File: src/rtl/peripheral_arbiter_write_axi4_if.sv
// rtl/peripheral_arbiter_write_axi4_if.sv - two-master write-channel bundle for the write arbiter
interface peripheral_arbiter_write_axi4_if #(
  parameter int ADDR_WIDTH = 32,
  parameter int DATA_WIDTH = 32
);
  localparam int STRB_WIDTH = DATA_WIDTH / 8;

  // upstream masters, master k occupies slice k
  logic [2*ADDR_WIDTH-1:0] m_awadr;
  logic [7:0]              m_awlen;
  logic [1:0]              m_awvalid;
  logic [1:0]              m_awready;
  logic [2*DATA_WIDTH-1:0] m_wrdata;
  logic [2*STRB_WIDTH-1:0] m_wstrb;
  logic [1:0]              m_wlast;
  logic [1:0]              m_wvalid;
  logic [1:0]              m_wready;
  logic [3:0]              m_bresp;
  logic [1:0]              m_bvalid;
  logic [1:0]              m_bready;

  // shared downstream slave
  logic [ADDR_WIDTH-1:0]   s_awadr;
  logic [3:0]              s_awlen;
  logic                    s_awvalid;
  logic                    s_awready;
  logic [DATA_WIDTH-1:0]   s_wrdata;
  logic [STRB_WIDTH-1:0]   s_wstrb;
  logic                    s_wlast;
  logic                    s_wvalid;
  logic                    s_wready;
  logic [1:0]              s_bresp;
  logic                    s_bvalid;
  logic                    s_bready;

  // arbitration status
  logic [1:0]              grant;
  logic                    len_err;

  // arbiter view
  modport master (
    input  m_awadr, m_awlen, m_awvalid, m_wrdata, m_wstrb, m_wlast, m_wvalid, m_bready,
    input  s_awready, s_wready, s_bresp, s_bvalid,
    output m_awready, m_wready, m_bresp, m_bvalid,
    output s_awadr, s_awlen, s_awvalid, s_wrdata, s_wstrb, s_wlast, s_wvalid, s_bready,
    output grant, len_err
  );

  // environment view: masters plus slave
  modport slave (
    output m_awadr, m_awlen, m_awvalid, m_wrdata, m_wstrb, m_wlast, m_wvalid, m_bready,
    output s_awready, s_wready, s_bresp, s_bvalid,
    input  m_awready, m_wready, m_bresp, m_bvalid,
    input  s_awadr, s_awlen, s_awvalid, s_wrdata, s_wstrb, s_wlast, s_wvalid, s_bready,
    input  grant, len_err
  );
endinterface

File: src/rtl/peripheral_arbiter_write_axi4.sv
// rtl/peripheral_arbiter_write_axi4.sv - round-robin two-master write arbiter, one transaction outstanding
module peripheral_arbiter_write_axi4 #(
  parameter int ADDR_WIDTH = 32,
  parameter int DATA_WIDTH = 32
) (
  input  logic                            aclk,
  input  logic                            areset,
  peripheral_arbiter_write_axi4_if.master bus
);
  localparam int STRB_WIDTH = DATA_WIDTH / 8;

  typedef enum logic [1:0] {IDLE, ADDR, DATA, RESP} state_t;

  state_t     state_q, state_d;
  logic [1:0] grant_q, grant_d;
  logic       last_q, last_d;
  logic [4:0] beat_q, beat_d;
  logic [3:0] len_q, len_d;
  logic       err_q, err_d;

  logic                  g;
  logic                  pick_m1;
  logic [ADDR_WIDTH-1:0] sel_awadr;
  logic [3:0]            sel_awlen;
  logic                  sel_awvalid;
  logic [DATA_WIDTH-1:0] sel_wrdata;
  logic [STRB_WIDTH-1:0] sel_wstrb;
  logic                  sel_wlast;
  logic                  sel_wvalid;
  logic [4:0]            beat_inc;
  logic [4:0]            beat_exp;

  // index of the owning master; only meaningful outside IDLE
  assign g = grant_q[1];

  // on a tie the master that was not served last wins
  assign pick_m1 = (bus.m_awvalid == 2'b11) ? ~last_q : bus.m_awvalid[1];

  assign sel_awadr   = g ? bus.m_awadr[2*ADDR_WIDTH-1:ADDR_WIDTH] : bus.m_awadr[ADDR_WIDTH-1:0];
  assign sel_awlen   = g ? bus.m_awlen[7:4] : bus.m_awlen[3:0];
  assign sel_awvalid = bus.m_awvalid[g];
  assign sel_wrdata  = g ? bus.m_wrdata[2*DATA_WIDTH-1:DATA_WIDTH] : bus.m_wrdata[DATA_WIDTH-1:0];
  assign sel_wstrb   = g ? bus.m_wstrb[2*STRB_WIDTH-1:STRB_WIDTH] : bus.m_wstrb[STRB_WIDTH-1:0];
  assign sel_wlast   = bus.m_wlast[g];
  assign sel_wvalid  = bus.m_wvalid[g];

  // beat count including the beat being accepted, and the count the burst length promises
  assign beat_inc = beat_q + 5'd1;
  assign beat_exp = {1'b0, len_q} + 5'd1;

  assign bus.grant   = grant_q;
  assign bus.len_err = err_q;

  // state and bookkeeping registers; reset abandons any transaction in flight
  always_ff @(posedge aclk) begin
    if (areset) begin
      state_q <= IDLE;
      grant_q <= 2'b00;
      last_q  <= 1'b1;
      beat_q  <= 5'd0;
      len_q   <= 4'd0;
      err_q   <= 1'b0;
    end else begin
      state_q <= state_d;
      grant_q <= grant_d;
      last_q  <= last_d;
      beat_q  <= beat_d;
      len_q   <= len_d;
      err_q   <= err_d;
    end
  end

  // next-state logic and channel routing to/from the granted master
  always_comb begin
    state_d = state_q;
    grant_d = grant_q;
    last_d  = last_q;
    beat_d  = beat_q;
    len_d   = len_q;
    err_d   = err_q;

    bus.m_awready = 2'b00;
    bus.m_wready  = 2'b00;
    bus.m_bresp   = 4'b0000;
    bus.m_bvalid  = 2'b00;
    bus.s_awadr   = '0;
    bus.s_awlen   = 4'd0;
    bus.s_awvalid = 1'b0;
    bus.s_wrdata  = '0;
    bus.s_wstrb   = '0;
    bus.s_wlast   = 1'b0;
    bus.s_wvalid  = 1'b0;
    bus.s_bready  = 1'b0;

    case (state_q)
      IDLE: begin
        if (|bus.m_awvalid) begin
          grant_d = pick_m1 ? 2'b10 : 2'b01;
          state_d = ADDR;
        end
      end
      ADDR: begin
        // a withdrawn request just parks here until the address is taken
        bus.s_awadr      = sel_awadr;
        bus.s_awlen      = sel_awlen;
        bus.s_awvalid    = sel_awvalid;
        bus.m_awready[g] = bus.s_awready;
        if (sel_awvalid && bus.s_awready) begin
          len_d   = sel_awlen;
          beat_d  = 5'd0;
          state_d = DATA;
        end
      end
      DATA: begin
        bus.s_wrdata    = sel_wrdata;
        bus.s_wstrb     = sel_wstrb;
        bus.s_wlast     = sel_wlast;
        bus.s_wvalid    = sel_wvalid;
        bus.m_wready[g] = bus.s_wready;
        if (sel_wvalid && bus.s_wready) begin
          beat_d = beat_inc;
          // flag early or late wlast; the burst still ends on wlast
          if (sel_wlast ? (beat_inc != beat_exp) : (beat_inc == beat_exp)) begin
            err_d = 1'b1;
          end
          if (sel_wlast) begin
            state_d = RESP;
          end
        end
      end
      RESP: begin
        bus.m_bvalid[g] = bus.s_bvalid;
        if (g) begin
          bus.m_bresp[3:2] = bus.s_bresp;
        end else begin
          bus.m_bresp[1:0] = bus.s_bresp;
        end
        bus.s_bready = bus.m_bready[g];
        if (bus.s_bvalid && bus.m_bready[g]) begin
          last_d  = g;
          grant_d = 2'b00;
          state_d = IDLE;
        end
      end
      default: state_d = IDLE;
    endcase
  end
endmodule

File: src/flat_wrapper.sv
// flat-port wrapper written by rule: the top's interface ports become plain ports
module peripheral_arbiter_write_axi4_flat 
#(
  parameter int ADDR_WIDTH = 32,
  parameter int DATA_WIDTH = 32
)
  (aclk, areset, bus_m_awadr, bus_m_awlen, bus_m_awvalid, bus_m_wrdata, bus_m_wstrb, bus_m_wlast, bus_m_wvalid, bus_m_bready, bus_s_awready, bus_s_wready, bus_s_bresp, bus_s_bvalid, bus_m_awready, bus_m_wready, bus_m_bresp, bus_m_bvalid, bus_s_awadr, bus_s_awlen, bus_s_awvalid, bus_s_wrdata, bus_s_wstrb, bus_s_wlast, bus_s_wvalid, bus_s_bready, bus_grant, bus_len_err);
  peripheral_arbiter_write_axi4_if #(.ADDR_WIDTH(ADDR_WIDTH), .DATA_WIDTH(DATA_WIDTH)) bus_i ();
  input  logic aclk;
  input  logic areset;
  input wire logic [$bits(bus_i.m_awadr)-1:0] bus_m_awadr;
  input wire logic [$bits(bus_i.m_awlen)-1:0] bus_m_awlen;
  input wire logic [$bits(bus_i.m_awvalid)-1:0] bus_m_awvalid;
  input wire logic [$bits(bus_i.m_wrdata)-1:0] bus_m_wrdata;
  input wire logic [$bits(bus_i.m_wstrb)-1:0] bus_m_wstrb;
  input wire logic [$bits(bus_i.m_wlast)-1:0] bus_m_wlast;
  input wire logic [$bits(bus_i.m_wvalid)-1:0] bus_m_wvalid;
  input wire logic [$bits(bus_i.m_bready)-1:0] bus_m_bready;
  input wire logic [$bits(bus_i.s_awready)-1:0] bus_s_awready;
  input wire logic [$bits(bus_i.s_wready)-1:0] bus_s_wready;
  input wire logic [$bits(bus_i.s_bresp)-1:0] bus_s_bresp;
  input wire logic [$bits(bus_i.s_bvalid)-1:0] bus_s_bvalid;
  output wire logic [$bits(bus_i.m_awready)-1:0] bus_m_awready;
  output wire logic [$bits(bus_i.m_wready)-1:0] bus_m_wready;
  output wire logic [$bits(bus_i.m_bresp)-1:0] bus_m_bresp;
  output wire logic [$bits(bus_i.m_bvalid)-1:0] bus_m_bvalid;
  output wire logic [$bits(bus_i.s_awadr)-1:0] bus_s_awadr;
  output wire logic [$bits(bus_i.s_awlen)-1:0] bus_s_awlen;
  output wire logic [$bits(bus_i.s_awvalid)-1:0] bus_s_awvalid;
  output wire logic [$bits(bus_i.s_wrdata)-1:0] bus_s_wrdata;
  output wire logic [$bits(bus_i.s_wstrb)-1:0] bus_s_wstrb;
  output wire logic [$bits(bus_i.s_wlast)-1:0] bus_s_wlast;
  output wire logic [$bits(bus_i.s_wvalid)-1:0] bus_s_wvalid;
  output wire logic [$bits(bus_i.s_bready)-1:0] bus_s_bready;
  output wire logic [$bits(bus_i.grant)-1:0] bus_grant;
  output wire logic [$bits(bus_i.len_err)-1:0] bus_len_err;
  assign bus_i.m_awadr = bus_m_awadr;
  assign bus_i.m_awlen = bus_m_awlen;
  assign bus_i.m_awvalid = bus_m_awvalid;
  assign bus_i.m_wrdata = bus_m_wrdata;
  assign bus_i.m_wstrb = bus_m_wstrb;
  assign bus_i.m_wlast = bus_m_wlast;
  assign bus_i.m_wvalid = bus_m_wvalid;
  assign bus_i.m_bready = bus_m_bready;
  assign bus_i.s_awready = bus_s_awready;
  assign bus_i.s_wready = bus_s_wready;
  assign bus_i.s_bresp = bus_s_bresp;
  assign bus_i.s_bvalid = bus_s_bvalid;
  assign bus_m_awready = bus_i.m_awready;
  assign bus_m_wready = bus_i.m_wready;
  assign bus_m_bresp = bus_i.m_bresp;
  assign bus_m_bvalid = bus_i.m_bvalid;
  assign bus_s_awadr = bus_i.s_awadr;
  assign bus_s_awlen = bus_i.s_awlen;
  assign bus_s_awvalid = bus_i.s_awvalid;
  assign bus_s_wrdata = bus_i.s_wrdata;
  assign bus_s_wstrb = bus_i.s_wstrb;
  assign bus_s_wlast = bus_i.s_wlast;
  assign bus_s_wvalid = bus_i.s_wvalid;
  assign bus_s_bready = bus_i.s_bready;
  assign bus_grant = bus_i.grant;
  assign bus_len_err = bus_i.len_err;
  peripheral_arbiter_write_axi4 #(.ADDR_WIDTH(ADDR_WIDTH), .DATA_WIDTH(DATA_WIDTH)) u_core (.aclk(aclk), .areset(areset), .bus(bus_i));
endmodule
File: config.mk
export PLATFORM = sky130hd
export DESIGN_NAME = peripheral_arbiter_write_axi4_flat
export DESIGN_NICKNAME = d
export VERILOG_FILES = /design/src/rtl/peripheral_arbiter_write_axi4_if.sv /design/src/rtl/peripheral_arbiter_write_axi4.sv /design/src/flat_wrapper.sv
export SDC_FILE = /design/constraint.sdc
export NUM_CORES = 1
export LEC_CHECK = 0
export CORE_MARGIN = 8
export CORE_UTILIZATION = 27
export DETAILED_ROUTE_END_ITERATION = 6
export HOLD_SLACK_MARGIN = 0.08
export PLACE_DENSITY = 0.78
export SLEW_MARGIN = 20
export SYNTH_ARGS = -nofsm -noshare
export SYNTH_HDL_FRONTEND = slang
export SYNTH_SLANG_ARGS = --single-unit
File: constraint.sdc
create_clock -name aclk -period 2.62 [get_ports aclk]
set_input_delay 0.524 -clock aclk [delete_from_list [all_inputs] [get_ports aclk]]
set_output_delay 0.524 -clock aclk [all_outputs]
set_load 0.01 [all_outputs]
==> results.md <==
* Delay-heaviest family, CP: buffers and inverters
* Final WL at 11700 um
* FP Rows at 33
* CP most frequent cell: clkdlybuf4s50_1
* Vias per inst at 4.62
* Crit path max fanout at 4
* CP max stage cell: clkdlybuf4s50_1
* Peak VDD IR at 0.352 mV
* Final WS setup at 0.185 ns
* Finished Cell Area at 0.00497 mm2
* H-tree levels at 1
* Flop pwr share at 13.4%
* Place WS at 0.198 ns
* Clk root buf: clkbuf_8
* Library cells used by synthesis at 40
* Synth-to-Final Area Change at 116%
* Filler cells at 740
* Nets@finish at 691
* Crit. End Element: primary output
* Mapped Area at 0.00230 mm2
* Starting Density at 27.8%
* Seq cells post-synth at 15
* Initial antenna violation count at 0
* Routed vias at 2908
* Crit path largest cell delay at 0.56 ns
* Clk pwr share at 7.9%
* RSZ-0062 raised after global routing: no
* Pin count of the biggest net entering global routing at 42
* Worst Max-Slew Pin Slew at 0.397 ns
* Post-synth EDFFs at 0
* RD Place Congestion at 0.762
* Clk sink count at 15
* Syn Nets at 450
* Syn. warnings at 0
* Run status: complete, no violations
* Final Hold Viols at 0
* Hold Buf Count CTS at 0
* Post-CTS Setup Bufs at 0
* Die Y at 108 um
* Asr flop ratio synth at 0%
* Int Power at 1.45 mW
* Reg clk slew, reported paths at 0.06 ns
* Crit path cell chain: clkdlybuf4s50_1 -> mux2i_1 -> nor2b_1 -> clkdlybuf4s50_1
* Post-layout min period at 2.44 ns
* Met2 routed WL at 6360 um
* Crit Path Class: in -> out
* Cts repair resizes at 0
* CORE AREA at 0.00826 mm2
* Critical Path Source Type: primary input
* Post-place instance area at 0.00492 mm2
* Layout cells sized above 1 at 4.19%
* Met3 wire len at 810 um
* Sw Pwr at 0.901 mW
* Vias in the first global route at 2982
* DRT antenna net count at 0
* Gr ovfl total at 0
* CP arrival at 1.91 ns
* Total power at 2.36 mW
* IO Pins at 248
* Mean post-synth cell area at 8.07 um2
* Wire per inst at 18.6 um
* Final setup fails at 0
* Sequential element share of the synthesized area at 13.1%
* Total CTS buffers at 3
* P_leak at 1.77 nW
* Final worst-path cycle share at 92.9%
* Slew Viols, Final at 0
* Max-cap violations at 0
* Slew margin rel. at 73.5%
* 1st-iter DRT viols at 106
* Metal-1 WL at 4420 um
* Die width at 108 um
* DR pass1 iterations at 4
* Cells after Synth at 285
* Total GRT Usage at 18.6%
* Longest Clk Path Bufs at 2
* Port bufs at 247
* Setup TNS Final at 0 ns
* ANT cells at 0
* DR top layer: met4
* Comb pwr share at 78.6%
* CP required at 2.10 ns
* Worst path buffer plus inverter count at 2
* Worst-skew pair later-pin latency at 0.25 ns
* Die Area at 0.0117 mm2
* Max Clock Freq at 411 MHz
* TritonCTS clock tree: built
* Clk_skew at 0.00232 ns
* PD cells at 474 mW/mm2
* DRC Markers at 0
* DP HPWL at 10000 um
* Hold crit path type: reg -> reg
* Post-synth top flop: dfxtp_1
* First-pass GRT wire length at 17400 um
* Switching share of power at 38.3%
-- power by group through the flow --
stage	combinational, mW	sequential [mW]	clock [mW]
global route	1.99	0.323	0.203
global placement	1.84	0.320	0
detailed placement	1.87	0.323	0
floorplan	0.959	0.292	0
CTS	1.87	0.318	0.195
finish	1.85	0.316	0.187
-- sequential cells by signal (all words and copies together) (netlist names) --
signal	flops
u_core.state_q	2
u_core.len_q	4
u_core.bus.len_err	1
u_core.last_q	1
u_core.bus.grant	2
u_core.beat_q	5
-- cell families after synthesis --
| group | share of synthesized area [%] |
|---|---|
| fa+ha+maj | 3.26 |
| buf+inv | 5.66 |
| mux | 33.9 |
| flops | 13.1 |
| simple gates | 33.1 |
| compound gates | 6.80 |
| xor+xnor | 4.14 |
-- cells in the mapped netlist, types with 2 or more instances --
cell,number,area [um2]
nand2_1,9,33.8
nor2_1,11,41.3
buf_6,2,22.5
ha_1,6,75.1
inv_1,7,26.3
nand3_1,5,25.0
mux2i_1,78,781
nor3_2,2,20.0
buf_2,5,25.0
nor2b_1,78,488
clkbuf_1,11,41.3
a21oi_1,7,35.0
a31oi_1,2,12.5
buf_4,2,15.0
dfxtp_1,15,300
o21ai_0,2,10.0
xnor2_1,6,52.6
and2_1,3,18.8
and3_1,6,37.5
o21ai_1,2,10.0
nand4b_1,2,17.5
xor2_1,3,26.3
a22oi_1,4,30.0
-- placed cells by master, fill, tap and decap left out, drive strengths merged, types with 2 or more instances in the layout --
cell type,count
xnor2,7
nor2b,78
nor3,2
and2,4
nand4b,2
clkdlybuf4s50,247
clkbuf,4
a21oi,7
nor2,12
and3,7
mux2i,78
ha,6
o21ai,4
a31oi,2
inv,7
buf,9
nand3,6
xor2,3
a22oi,4
dfxtp,15
nand2,9
-- metal layers --
metal,GRT usage [%],vias up
li1,-,1456
met1,20.6,1336
met3,3.21,9
met2,36.1,107
met5,0,-
met4,3.81,0
-- worst paths after layout --
kind	startpoint	endpoint	slack, ns	cells past startpoint
max	bus_m_awvalid[1]	bus_s_awvalid	0.18	4
min	u_core.bus.len_err	u_core.bus.len_err	0.47	2
max reg2reg	u_core.beat_q[0]	u_core.bus.len_err	0.93	6
min reg2reg	u_core.bus.len_err	u_core.bus.len_err	0.47	2
-- metrics by stage --
stage,std cells,util [%],hold WS (ns)
global placement,626,59.6,0.457
CTS,630,60.1,0.474
detailed placement,626,59.6,0.461
global route,630,60.1,0.527
finish,630,60.1,0.470
floorplan,285,-,0.461
-- final cells by class --
cell class	instances	area [um2]	share of cell area, %
inverters	7	26.3	0.529
clock buffers	4	45.0	0.907
multi-input cells	243	1870	37.6
well taps	105	131	2.65
flip-flops and latches	15	304	6.12
repair buffers	256	2590	52.2
-- worst reg2reg max path: stages (launching register included) --
cell and delay, ns:
dfxtp_1 0.42, ha_1 0.28, xor2_1 0.19, xnor2_1 0.11
nor3_2 0.24, a31oi_1 0.13, o32ai_2 0.24
(Power assumes the default switching activity.)
